File: src/rtl/bnn_uart_pkg.sv
// bnn_uart_pkg: shared types and constants for the BNN host UART receive path
package bnn_uart_pkg;

    localparam int DATA_BITS = 8;

    typedef enum logic [2:0] {IDLE, START, DATA, STOP, BREAK} rx_state_t;

    function automatic int calc_div(input int clk_freq, input int baud);
        return clk_freq / baud;
    endfunction

endpackage

File: src/rtl/bnn_rx_fifo.sv
// bnn_rx_fifo: first-word-fall-through byte buffer between the UART deserialiser and its consumer
module bnn_rx_fifo #(
    parameter int WIDTH = 8,
    parameter int DEPTH = 8
) (
    input  logic                       clk,
    input  logic                       rst,
    input  logic                       i_push,
    input  logic [WIDTH-1:0]           i_data,
    input  logic                       i_pop,
    output logic [WIDTH-1:0]           o_data,
    output logic                       o_full,
    output logic                       o_empty,
    output logic [$clog2(DEPTH):0]     o_count
);
    localparam int AW = $clog2(DEPTH);

    logic [WIDTH-1:0] r_mem [DEPTH];
    logic [AW-1:0]    r_wr;
    logic [AW-1:0]    r_rd;
    logic [AW:0]      r_count;
    logic             w_pop;
    logic             w_push;

    assign o_empty = r_count == '0;
    assign o_full  = r_count == (AW+1)'(DEPTH);
    assign o_count = r_count;
    // A pop in the same cycle frees the slot, so a push into a full buffer still lands.
    assign w_pop   = i_pop & ~o_empty;
    assign w_push  = i_push & (~o_full | w_pop);
    assign o_data  = o_empty ? '0 : r_mem[r_rd];

    // Pointer and occupancy bookkeeping; pointers wrap naturally at the power-of-two depth.
    always_ff @(posedge clk or posedge rst) begin
        if (rst) begin
            r_wr    <= '0;
            r_rd    <= '0;
            r_count <= '0;
        end else begin
            if (w_push) r_wr <= r_wr + 1'b1;
            if (w_pop) r_rd <= r_rd + 1'b1;
            r_count <= r_count + (AW+1)'(w_push) - (AW+1)'(w_pop);
        end
    end

    // Storage array, written only on an accepted push.
    always_ff @(posedge clk) begin
        if (w_push) r_mem[r_wr] <= i_data;
    end

endmodule

File: src/rtl/bnn_uart_rx.sv
// bnn_uart_rx: 8N1 UART receiver with FWFT byte buffer and CTS flow control for bnn_controller
module bnn_uart_rx
    import bnn_uart_pkg::*;
#(
    parameter int CLK_FREQ   = 50_000_000,
    parameter int BAUD       = 115_200,
    parameter int FIFO_DEPTH = 8,
    parameter int CTS_MARGIN = 2
) (
    input  logic                          clk,
    input  logic                          rst,
    input  logic                          uart_rx,
    output logic                          uart_cts,
    output logic [7:0]                    rx_data,
    output logic                          rx_valid,
    input  logic                          rx_ready,
    output logic                          frame_err,
    output logic                          overrun,
    output logic [$clog2(FIFO_DEPTH):0]   fifo_count
);
    localparam int DIV = calc_div(CLK_FREQ, BAUD);
    localparam int CW  = $clog2(DIV);
    localparam int BW  = $clog2(DATA_BITS);
    localparam logic [CW-1:0] FULL_LD  = CW'(DIV - 1);
    localparam logic [CW-1:0] HALF_LD  = CW'(DIV / 2 - 1);
    localparam logic [BW-1:0] BIT_LAST = BW'(DATA_BITS - 1);

    rx_state_t              r_state;
    rx_state_t              w_state_n;
    logic [1:0]             r_sync;
    logic                   r_prev;
    logic [CW-1:0]          r_cnt;
    logic [CW-1:0]          w_cnt_n;
    logic [BW-1:0]          r_bit;
    logic [BW-1:0]          w_bit_n;
    logic [DATA_BITS-1:0]   r_shift;
    logic [DATA_BITS-1:0]   w_shift_n;
    logic                   r_ferr;
    logic                   r_ovr;
    logic                   w_push;
    logic                   w_ferr_n;
    logic                   w_full;
    logic                   w_empty;
    logic                   w_rxs;
    logic                   w_tick;

    assign w_rxs     = r_sync[1];
    assign w_tick    = r_cnt == '0;
    assign rx_valid  = ~w_empty;
    assign frame_err = r_ferr;
    assign overrun   = r_ovr;
    assign uart_cts  = (FIFO_DEPTH - int'(fifo_count)) > CTS_MARGIN;

    // Synchroniser, edge history, FSM state, baud timing and pulse registers.
    always_ff @(posedge clk or posedge rst) begin
        if (rst) begin
            r_sync  <= 2'b11;
            r_prev  <= 1'b1;
            r_state <= IDLE;
            r_cnt   <= '0;
            r_bit   <= '0;
            r_shift <= '0;
            r_ferr  <= 1'b0;
            r_ovr   <= 1'b0;
        end else begin
            r_sync  <= {r_sync[0], uart_rx};
            r_prev  <= w_rxs;
            r_state <= w_state_n;
            r_cnt   <= w_cnt_n;
            r_bit   <= w_bit_n;
            r_shift <= w_shift_n;
            r_ferr  <= w_ferr_n;
            r_ovr   <= w_push & w_full & ~rx_ready;
        end
    end

    // Frame sequencing: mid-bit sampling driven by the baud down-counter.
    always_comb begin
        w_state_n = r_state;
        w_cnt_n   = w_tick ? r_cnt : r_cnt - 1'b1;
        w_bit_n   = r_bit;
        w_shift_n = r_shift;
        w_push    = 1'b0;
        w_ferr_n  = 1'b0;
        case (r_state)
            IDLE: begin
                w_cnt_n = r_cnt;
                if (r_prev && !w_rxs) begin
                    w_state_n = START;
                    w_cnt_n   = HALF_LD;
                end
            end
            START: if (w_tick) begin
                w_state_n = w_rxs ? IDLE : DATA;
                w_cnt_n   = FULL_LD;
                w_bit_n   = '0;
            end
            DATA: if (w_tick) begin
                w_shift_n = {w_rxs, r_shift[DATA_BITS-1:1]};
                w_cnt_n   = FULL_LD;
                w_bit_n   = r_bit + 1'b1;
                w_state_n = r_bit == BIT_LAST ? STOP : DATA;
            end
            STOP: if (w_tick) begin
                w_push    = w_rxs;
                w_ferr_n  = ~w_rxs;
                w_state_n = w_rxs ? IDLE : BREAK;
            end
            BREAK: begin
                w_cnt_n   = r_cnt;
                w_state_n = w_rxs ? IDLE : BREAK;
            end
            default: w_state_n = IDLE;
        endcase
    end

    bnn_rx_fifo #(
        .WIDTH (DATA_BITS),
        .DEPTH (FIFO_DEPTH)
    ) u_fifo (
        .clk     (clk),
        .rst     (rst),
        .i_push  (w_push),
        .i_data  (r_shift),
        .i_pop   (rx_ready),
        .o_data  (rx_data),
        .o_full  (w_full),
        .o_empty (w_empty),
        .o_count (fifo_count)
    );

endmodule
File: config.mk
export PLATFORM = sky130hd
export DESIGN_NAME = bnn_uart_rx
export DESIGN_NICKNAME = d
export VERILOG_FILES = /design/src/rtl/bnn_uart_pkg.sv /design/src/rtl/bnn_rx_fifo.sv /design/src/rtl/bnn_uart_rx.sv
export SDC_FILE = /design/constraint.sdc
export NUM_CORES = 1
export LEC_CHECK = 0
export BUFFER_PORTS_ARGS = -buffer_cell sky130_fd_sc_hd__buf_4
export CAP_MARGIN = 5
export CORE_MARGIN = 2
export CORE_UTILIZATION = 40
export CTS_BUF_LIST = sky130_fd_sc_hd__clkbuf_4 sky130_fd_sc_hd__clkbuf_8
export CTS_CLUSTER_SIZE = 10
export DETAILED_ROUTE_END_ITERATION = 6
export GPL_TIMING_DRIVEN = 0
export PLACE_DENSITY = 0.58
export SETUP_SLACK_MARGIN = 0.15
export SYNTH_ARGS = -nofsm -noshare
export SYNTH_HDL_FRONTEND = slang
export SYNTH_SLANG_ARGS = --single-unit
File: constraint.sdc
create_clock -name clk -period 2.85 [get_ports clk]
set_input_delay 0.285 -clock clk [delete_from_list [all_inputs] [get_ports clk]]
set_output_delay 0.285 -clock clk [all_outputs]
set_load 0.1 [all_outputs]
# Word-level counts from Yosys, hierarchy flattened
# Memories as Yosys holds them, arrays and structs flattened.
# Cells that the tools add are included.
# word_totals
latchBits	0
romBits	0
register_bits	38
mem_count	1
out_inout_bits	16
input_bits	4
ram_bits	64
# classes
order_cmp	1
bitwise	10
multipliers	0
n_eq_ne	10
div	0
mux	22
n_reduce_logical	11
addsub	7
n_shift	0
# mem_list
memory	words	word_bits	read_ports	rd_ports_with_merged_regs	write_ports	line_no	text
u_fifo.r_mem	8	8	1	0	1	bnn_rx_fifo.sv:18	logic [WIDTH-1:0] r_mem [DEPTH];
# op_table
op	n
$mux W9	3
$pmux W9 S3	1
$mux W3	7
$pmux W3 S5	1
$add A3 B1 Y3 const B	3
$logic_not A9 Y1	1
$sub A9 B1 Y9 const B	1
$mux W8	1
$ne A2 B2 Y1 const B	4
$mux W1	7
$eq A3 B2 Y1 const B	2
$eq A3 B3 Y1 const B	2
$pmux W3 S2	1
$gt A5 B3 Y1 const B	1
$not A1 Y1	5
$sub A4 B4 Y5 const A	1
$add A4 B1 Y4	1
$and A1 B1 Y1	4
$eq A4 B4 Y1 const B	1
$logic_not A4 Y1	1
$reduce_and A2 Y1	2
$reduce_and A4 Y1	1
$sub A4 B1 Y4	1
$eq A3 B1 Y1 const B	1
8 further kinds	8

# Depth between registers and ports, before layout
# Gate-level depths: netlist of the first run.
# logic_depth
ltp_word	7
mapped_depth	14
ltp_nobuf	13

# Modules after synthesis
# From an unflattened synthesis of the first run, not the netlist that was laid out.
# hier_totals
hier_cells	327
hier_area_um2	4596.9
# modules_own_cells
mod	n_inst	cells_each	seq_area_each_um2	area_each_um2
bnn_rx_fifo	1	191	2172.1	3121.7
bnn_uart_rx	1	136	704.4	1475.2

# Least setup slack after synthesis of the first run
# OpenSTA, ideal clock, no wires.
# synth_path
kind	reg-to-reg
from	register u_fifo.r_count[1] (netlist: u_fifo.o_count[1])
to	register u_fifo.r_count[2] (netlist: u_fifo.o_count[2])
path_stages_with_launch	14
required_ps	2727
arrival_time_ps	3693
setup_ps	123
path_slack_ps	-966
period_less_slack_ps	3816
n_path_buf	1
path_cell_list	dfrtp_1 -> inv_1 -> ha_1 -> and2_1 -> clkbuf_1 -> inv_1 -> nand2_1 -> inv_1 -> ha_1 -> inv_1 -> ha_1 -> inv_1 -> fa_1 -> xor2_1
# synth_between
elab_chain_cells	7
word_cells_on_any_way	9
# synth_rtl
element	line_no	text
from (decl)	bnn_rx_fifo.sv:21	logic [AW:0] r_count;
from (signal assigned)	bnn_rx_fifo.sv:42	r_count <= r_count + (AW+1)'(w_push) - (AW+1)'(w_pop);
$logic_not A4 Y1 *	bnn_rx_fifo.sv:25	assign o_empty = r_count == '0;
$not A1 Y1 *	n/a	
named net rx_valid	bnn_uart_rx.sv:15	output logic rx_valid,
$and A1 B1 Y1 *	bnn_rx_fifo.sv:29	assign w_pop = i_pop & ~o_empty;
named net u_fifo.w_pop	bnn_rx_fifo.sv:22	logic w_pop;
$or A1 B1 Y1	bnn_rx_fifo.sv:30	assign w_push = i_push & (~o_full | w_pop);
$and A1 B1 Y1	bnn_rx_fifo.sv:30	
$add A4 B1 Y4	bnn_rx_fifo.sv:42	
$sub A4 B1 Y4 *	bnn_rx_fifo.sv:42	
# The timed path passes the listed nets; every way through them passes the cells marked *.
# A chain may end at the register's enable or synchronous reset.

# Final worst setup path of the first run
# layout_path
from	register r_cnt[3]
to	register u_fifo.r_count[2] (netlist: u_fifo.o_count[2])
# layout_between
elab_chain_cells	6
# layout_rtl
element	line_no	text
from (decl)	bnn_uart_rx.sv:32	logic [CW-1:0] r_cnt;
from (signal assigned)	bnn_uart_rx.sv:69	r_cnt <= w_cnt_n;
$logic_not A9 Y1	bnn_uart_rx.sv:48	assign w_tick = r_cnt == '0;
$mux W1	bnn_uart_rx.sv:104	STOP: if (w_tick) begin
$mux W1	bnn_uart_rx.sv:85	case (r_state)
$and A1 B1 Y1	bnn_rx_fifo.sv:30	
named net u_fifo.w_push	bnn_rx_fifo.sv:23	logic w_push;
$add A4 B1 Y4	bnn_rx_fifo.sv:42	
$sub A4 B1 Y4	bnn_rx_fifo.sv:42	
# The timed path passes the listed nets, and every way through them passes these cells.

==> results of run 1 <==
==> final cells by class <==
type                            instances  area (sq um)
Buffer                                 11         63.81
Clock inverter                          6         46.29
Inverter                               19         82.58
Clock buffer                           10         131.4
Fill cell                             968          5649
Multi-Input combinational cell        186          1613
Timing Repair Buffer                   26         236.5
Tap cell                              140         175.2
Sequential cell                       102          2890
==> registers in the layout, summed over array words and instances (netlist names) <==
name	flops
u_fifo.r_rd	3
u_fifo.o_count	4
r_prev	1
overrun	1
u_fifo.r_wr	3
r_shift	8
frame_err	1
r_state	3
u_fifo.r_mem	64
r_bit	3
r_sync	2
r_cnt	9
==> critical path, stage by stage, from the launching register on <==
cell and delay, ns:
dfrtp_2 0.42, or4_4 0.54, or4_4 0.46, nor4_4 0.16, buf_6 0.17, ha_4 0.14, inv_2 0.03, fa_1 0.37
xor2_1 0.17
==> metrics by stage <==
step | setup TNS (ns) | setup WS [ns] | utilization, %
2_1_floorplan | -0.4537 | -0.1148 | -
3_3_place_gp | -12.24 | -0.4177 | 45.37
3_5_place_dp | -12.76 | -0.4216 | 45.37
4_1_cts | 0 | 0.1685 | 48.03
5_1_grt | 0 | 0.1634 | 48.12
6_report | 0 | 0.3019 | 48.12
==> cells in the mapped netlist, drive strengths merged <==
master and number:
a2bb2oi 1, o31ai 1, o32ai 1, nor3 7, nand2 38, o21ai 6, a21o 1, o211ai 1
xor2 6, or2 2, nor3b 3, a21oi 8, a22o 2, mux2i 9, xnor2 5, dfrtp 35
o311ai 1, mux4 16, fa 1, nand4 3, nand3 1, dfstp 3, mux2 2, nand2b 6
a211oi 3, or4 2, clkbuf 7, or3 4, and2 2, nor4 2, a311oi 1, nor2 33
buf 4, edfxtp 64, inv 19, ha 16, a31oi 2
==> per-layer routing <==
metal  global-route usage (%)  wire, microns  vias to the layer above
li1                         -              -                     1225
met1                    19.91           3769                     1308
met2                    23.99           3985                       33
met3                    3.557            218                        5
met4                    3.255             55                        0
met5                        0              0                        -
==> timing repair <==
item                                    CTS  global route
endpoints found under the setup margin   75            42
resized for setup                        10             4
setup buffers                             7             0
cloned                                    0             0
hold endpoints to repair                  0             0
pin swaps                                 4             2
==> power by group through the flow <==
stage,combinational (mW),clock [mW],sequential [mW]
after floorplan,1.89,0,2.05
after global placement,2.55,0,1.85
after detailed placement,2.57,0,1.85
after CTS,2.61,0.866,1.81
after global routing,2.78,0.903,1.83
final,2.58,0.823,1.81
==> layout by cell type (no fill, tap or decap), types with 6 or more instances in the layout <==
cell | synthesis | routed
inv_1 | 18 | 10
mux2i_1 | 9 | 9
ha_1 | 16 | 13
xor2_1 | 6 | 6
nor2_4 | 0 | 6
edfxtp_1 | 64 | 64
nor2_1 | 33 | 19
nor2_2 | 0 | 8
buf_4 | 0 | 22
dfrtp_1 | 35 | 30
mux4_2 | 16 | 16
o21ai_0 | 6 | 6
clkbuf_8 | 0 | 10
a21oi_1 | 8 | 7
nand2_1 | 37 | 36
==> path summary, 6_finish.rpt <==
check	endpoint	slack [ns]	from
setup / recovery	u_fifo.o_count[2]$_DFF_PP0_	0.30	r_cnt[3]$_DFFE_PP0P_
hold / removal	r_sync[0]$_DFF_PP1_	0.03	uart_rx
setup reg to reg	u_fifo.o_count[2]$_DFF_PP0_	0.30	r_cnt[3]$_DFFE_PP0P_
hold reg to reg	r_sync[1]$_DFF_PP1_	0.36	r_sync[0]$_DFF_PP1_
max in group asynchronous	u_fifo.o_count[0]$_DFF_PP0_	2.18	rst
min in group asynchronous	u_fifo.r_rd[0]$_DFFE_PP0P_	0.08	rst
==> cell families (layout without fill, tap and decap cells) <==
| group | count (synthesis) | count (layout) | share of synthesized area (%) |
|---|---|---|---|
| AOI/OAI and AO/OA | 28 | 28 | 4.035 |
| muxes | 27 | 27 | 10.68 |
| adders and majority gates | 17 | 17 | 4.931 |
| xor gates and xnor gates | 11 | 11 | 2.157 |
| DFF | 102 | 102 | 64.42 |
| and+or+nand+nor | 103 | 103 | 11.21 |
| buffers and inverters | 30 | 72 | 2.578 |
==> key figures, run 1 <==
CTS
  • CTS tree: built
  • CTS Root Buffer Type: clkbuf_8
  • Clock buffer depth: 2
  • Worst-path clk slew: roughly 0.1 ns
  • CTS hold repair buffers: 0
  • CTS Sinks: between 100 and 150
  • H-tree level count: 3
  • Clk Latency, worst-skew pair: around 0.35 ns
  • TritonCTS buffer count: 9

Placed design
  • Placed Area: 0.004940 sq mm
  • PortBufs: 19
  • Placed insts: 477
  • Dpl hpwl: 5.447 mm
  • GPL Wtd Cong: roughly 0.81

GRT
  • Initial antenna violation count: 0
  • Vias in the first global route: ~2,500
  • Largest net degree at the start of global routing: 39
  • Grt total ovfl: 0
  • Total GRT Usage: approximately 15%
  • First-pass GRT wire length: about 13 mm

Final layout
  • Synth-to-layout area growth: 17.32%
  • Layout cells sized above 1: a little under a third
  • Diode count: 0
  • Finished Cell Area: 0.005239 sq mm
  • Final Net Count: approximately 380
  • Final std cells w/o fill: 500

Routing
  • Drt drc: 0
  • Drt initial violations: 97
  • Wire per inst: about 16 microns
  • DRT Pass-1 Iters: 4
  • Routed WL: 8.028 mm
  • Vias after detailed routing: between 2,000 and 3,000
  • ANT nets after route: 0
  • Vias/cell: between 5 and 6

Hold path
  • Hold WC Path Type: input pin to register
  • Cell count of the worst hold path: 1

Timing
  • Final hold vios: 0
  • Rel. slew slack: 46.55%
  • Slew of the pin with the lowest slew margin: approximately 0.8 ns
  • Final slew viol count: 0
  • Fmax: roughly 390 MHz
  • Fin crit share: approximately 89%
  • Final Skew: 0.01035 ns
  • Unrepaired setup endpoints after global routing: false
  • Final Critical Period: 2.548 ns
  • Final setup viols: 0
  • Hold WS: roughly 0.031 ns

Critical path
  • Worst EP required: 3.10 ns
  • Max FO, Critical Path: 4
  • Critical path data arrival time: ~2.8 ns
  • Setup CP Type: register to register
  • Startpoint Class: register
  • CP Capture Type: register
  • Worst r2r path cells: 8

Power and ir drop
  • Peak VDD IR: 735.8 uV
  • Power share of the sequential group: a little over a third
  • Leakage: roughly 2 nW
  • Clock Power Share: approximately 16%
  • Tot Pwr: 5.220 mW
  • Internal power: roughly 2.8 mW
  • P_sw: 2.380 mW
  • Sw Ratio: a little under half
  • Power share of the combinational group: around 50%
  • Pwr dens: 996.4 mW/mm^2

Logic synthesis
  • Seq/Total Area, Yosys: between 60% and 70%
  • Synth area leader: edfxtp_1
  • Distinct cell type count after synthesis: 44
  • Post-Syn Area: approximately 0.0045 sq mm
  • Synth Warn #: 0
  • Syn nets: 339
  • Avg Cell Area, Syn: about 14 sq um
  • Flops & latches, synth: around 100
  • Top cells by area, synth: edfxtp_1, dfrtp_1, mux4_2
  • Mapped Cells: about 320
  • Yosys top cell area share: 43.04%

Floorplanning
  • Row count: 38
  • Die Area: between 0.01 and 0.015 sq mm
  • Core area: about 0.011 sq mm
  • IO Pins: 20
  • Starting density of the core: about two fifths
  • Die height: ~110 microns
  • Die span in x: approximately 110 microns

Outcome
  • Status: finished clean

Run
  • Max capacitance violation total: 0
Note: power is estimated with default switching activity, not from simulation.
==> run 2: changes to the inputs <==
--- a/config.mk
+++ b/config.mk
@@ -14,6 +14,7 @@
 export DETAILED_ROUTE_END_ITERATION = 6
 export GPL_TIMING_DRIVEN = 0
 export PLACE_DENSITY = 0.58
+export REMOVE_ABC_BUFFERS = 1
 export SETUP_SLACK_MARGIN = 0.15
 export SYNTH_ARGS = -nofsm -noshare
 export SYNTH_HDL_FRONTEND = slang
==> key figures, run 2 (synthesis results as in run 1) <==
Routing
  • Vias after detailed routing: approximately 2,600
  • Drt drc: 0
  • DRT Pass-1 Iters: 4
  • Drt initial violations: between 100 and 150
  • Routed WL: approximately 8.4 mm
  • Wire per inst: 16.78 microns
  • Vias/cell: 5.197
  • ANT nets after route: 0

CTS
  • CTS Root Buffer Type: clkbuf_8
  • Worst-path clk slew: 0.10 ns
  • CTS Sinks: ~100
  • Clk Latency, worst-skew pair: roughly 0.37 ns
  • TritonCTS buffer count: 9
  • Clock buffer depth: 2
  • H-tree level count: 3
  • CTS tree: built

Power and ir drop
  • Leakage: between 1.5 and 2 nW
  • Tot Pwr: about 5.0 mW
  • Pwr dens: about 950 mW/mm^2
  • Peak VDD IR: 1013 uV

Critical path
  • Setup CP Type: register to register
  • Worst R2R End: u_fifo.r_mem[0][2]$_DFFE_PP_
  • R2r setup slk: about 0.21 ns
  • CP Capture Type: register
  • Max FO, Critical Path: 8
  • Worst EP required: a little under 3 ns
  • Startpoint Class: register
  • Critical path data arrival time: between 2 and 3 ns
  • Worst r2r path cells: 7
  • Reg-to-reg startpoint: r_cnt[2]$_DFFE_PP0P_

Timing
  • Final Skew: 0.008050 ns
  • Final setup viols: 0
  • Final Critical Period: roughly 2.6 ns
  • Unrepaired setup endpoints after global routing: true
  • Rel. slew slack: a little over two fifths
  • Slew of the pin with the lowest slew margin: roughly 0.84 ns
  • Final slew viol count: 0
  • Final hold vios: 0
  • Fmax: around 380 MHz
  • TNS Setup: 0 ns
  • Fin crit share: slightly above 90%

Floorplanning
  • Die height: roughly 110 microns
  • Row count: 38
  • Starting density of the core: around 41%
  • Core area: between 0.01 and 0.015 sq mm
  • Die span in x: ~110 microns
  • Die Area: 0.01203 sq mm
  • IO Pins: 20

Final layout
  • Biggest register: u_fifo.r_mem
  • Fin util: 48.23%
  • Max FFs per register: 64
  • Synth-to-layout area growth: 17.60%
  • Diode count: 0
  • Commonest non-fill, non-tap cell in the layout: edfxtp_1
  • Layout cells sized above 1: ~27%
  • Commonest non-fill, non-tap cells in the layout: edfxtp_1, nand2_1, dfrtp_1
  • Largest regs: u_fifo.r_mem x64, r_cnt x9, r_shift x8
  • Final Net Count: 374

GRT
  • Initial antenna violation count: 0
  • First-pass GRT wire length: between 10 and 15 mm
  • Vias in the first global route: 2,641
  • Total GRT Usage: about 16%
  • Largest net degree at the start of global routing: 39
  • Grt total ovfl: 0

Hold path
  • Hold WC Path Type: input pin to asynchronous set/reset pin

Placed design
  • GPL Wtd Cong: a little under 0.8
  • Dpl hpwl: ~5.1 mm
  • PortBufs: 19

Run
  • Max capacitance violation total: 0

Outcome
  • Status: finished clean
==> run 2: per-stage QoR <==
step	hold slack, ns	instance area [sq um]	instances	setup slack, ns
2_1_floorplan	0.2895	4422	307	-0.8764
3_3_place_gp	0.3483	4740	466	-0.8978
3_5_place_dp	0.3501	4750	466	-0.4921
4_1_cts	0.004301	5215	496	0.1503
5_1_grt	0.09574	5251	498	0.1256
6_report	0.07140	5251	498	0.2130
==> run 2: layer usage <==
metal	track usage [%]	vias to the layer above	part of all wire (%)
li1	-	1219	-
met1	19.68	1300	45
met2	27.16	53	50
met3	3.320	16	3.4
met4	4.430	0	1.5
met5	0	-	0
==> run 2: timing repair <==
item / in CTS / in global routing
hold endpoints to repair: 0 / 1
hold buffers: 0 / 1
pin swaps: 10 / 2
setup buffers: 14 / 1
resized for setup: 20 / 5
endpoints found under the setup margin: 75 / 19
==> run 2: critical path, stage by stage, from the launching register on <==
cell	delay [ns]
dfrtp_1	0.41
or4_4	0.56
or4_4	0.45
nor4_4	0.24
buf_4	0.21
nand2b_4	0.11
nor3_4	0.23
buf_12	0.16
==> run 2: worst max path at each step <==
stage / start / endpoint / slack (ns) / depth (start not counted)
4_1_cts: r_cnt[3]$_DFFE_PP0P_ / u_fifo.o_count[2]$_DFF_PP0_ / 0.15 / 8
3_3_place_gp: r_cnt[3]$_DFFE_PP0P_ / u_fifo.r_mem[0][5]$_DFFE_PP_ / -0.90 / 5
3_5_place_dp: r_cnt[3]$_DFFE_PP0P_ / u_fifo.r_mem[7][3]$_DFFE_PP_ / -0.49 / 5
6_report: r_cnt[2]$_DFFE_PP0P_ / u_fifo.r_mem[0][2]$_DFFE_PP_ / 0.21 / 7
5_1_grt: r_cnt[3]$_DFFE_PP0P_ / u_fifo.o_count[2]$_DFF_PP0_ / 0.13 / 8
2_1_floorplan: u_fifo.o_count[1]$_DFF_PP0_ / u_fifo.o_count[2]$_DFF_PP0_ / -0.88 / 12
==> run 2: power breakdown <==
part / internal (mW) / switching, mW / leakage (nW)
Combinational: 0.680 / 1.46 / 0.860
Clock: 0.341 / 0.532 / 0.0976
Sequential: 1.68 / 0.273 / 1.03
==> run 2: layout make-up <==
type                       instances  area [sq um]
clock inverter                     7         63.81
inverter                          19         71.32
sequential                       102          2880
multi-input combinational        186          1572
clock buffer                       9         123.9
fill                             941          5637
tap                              140         175.2
timing repair buffer              35         365.4
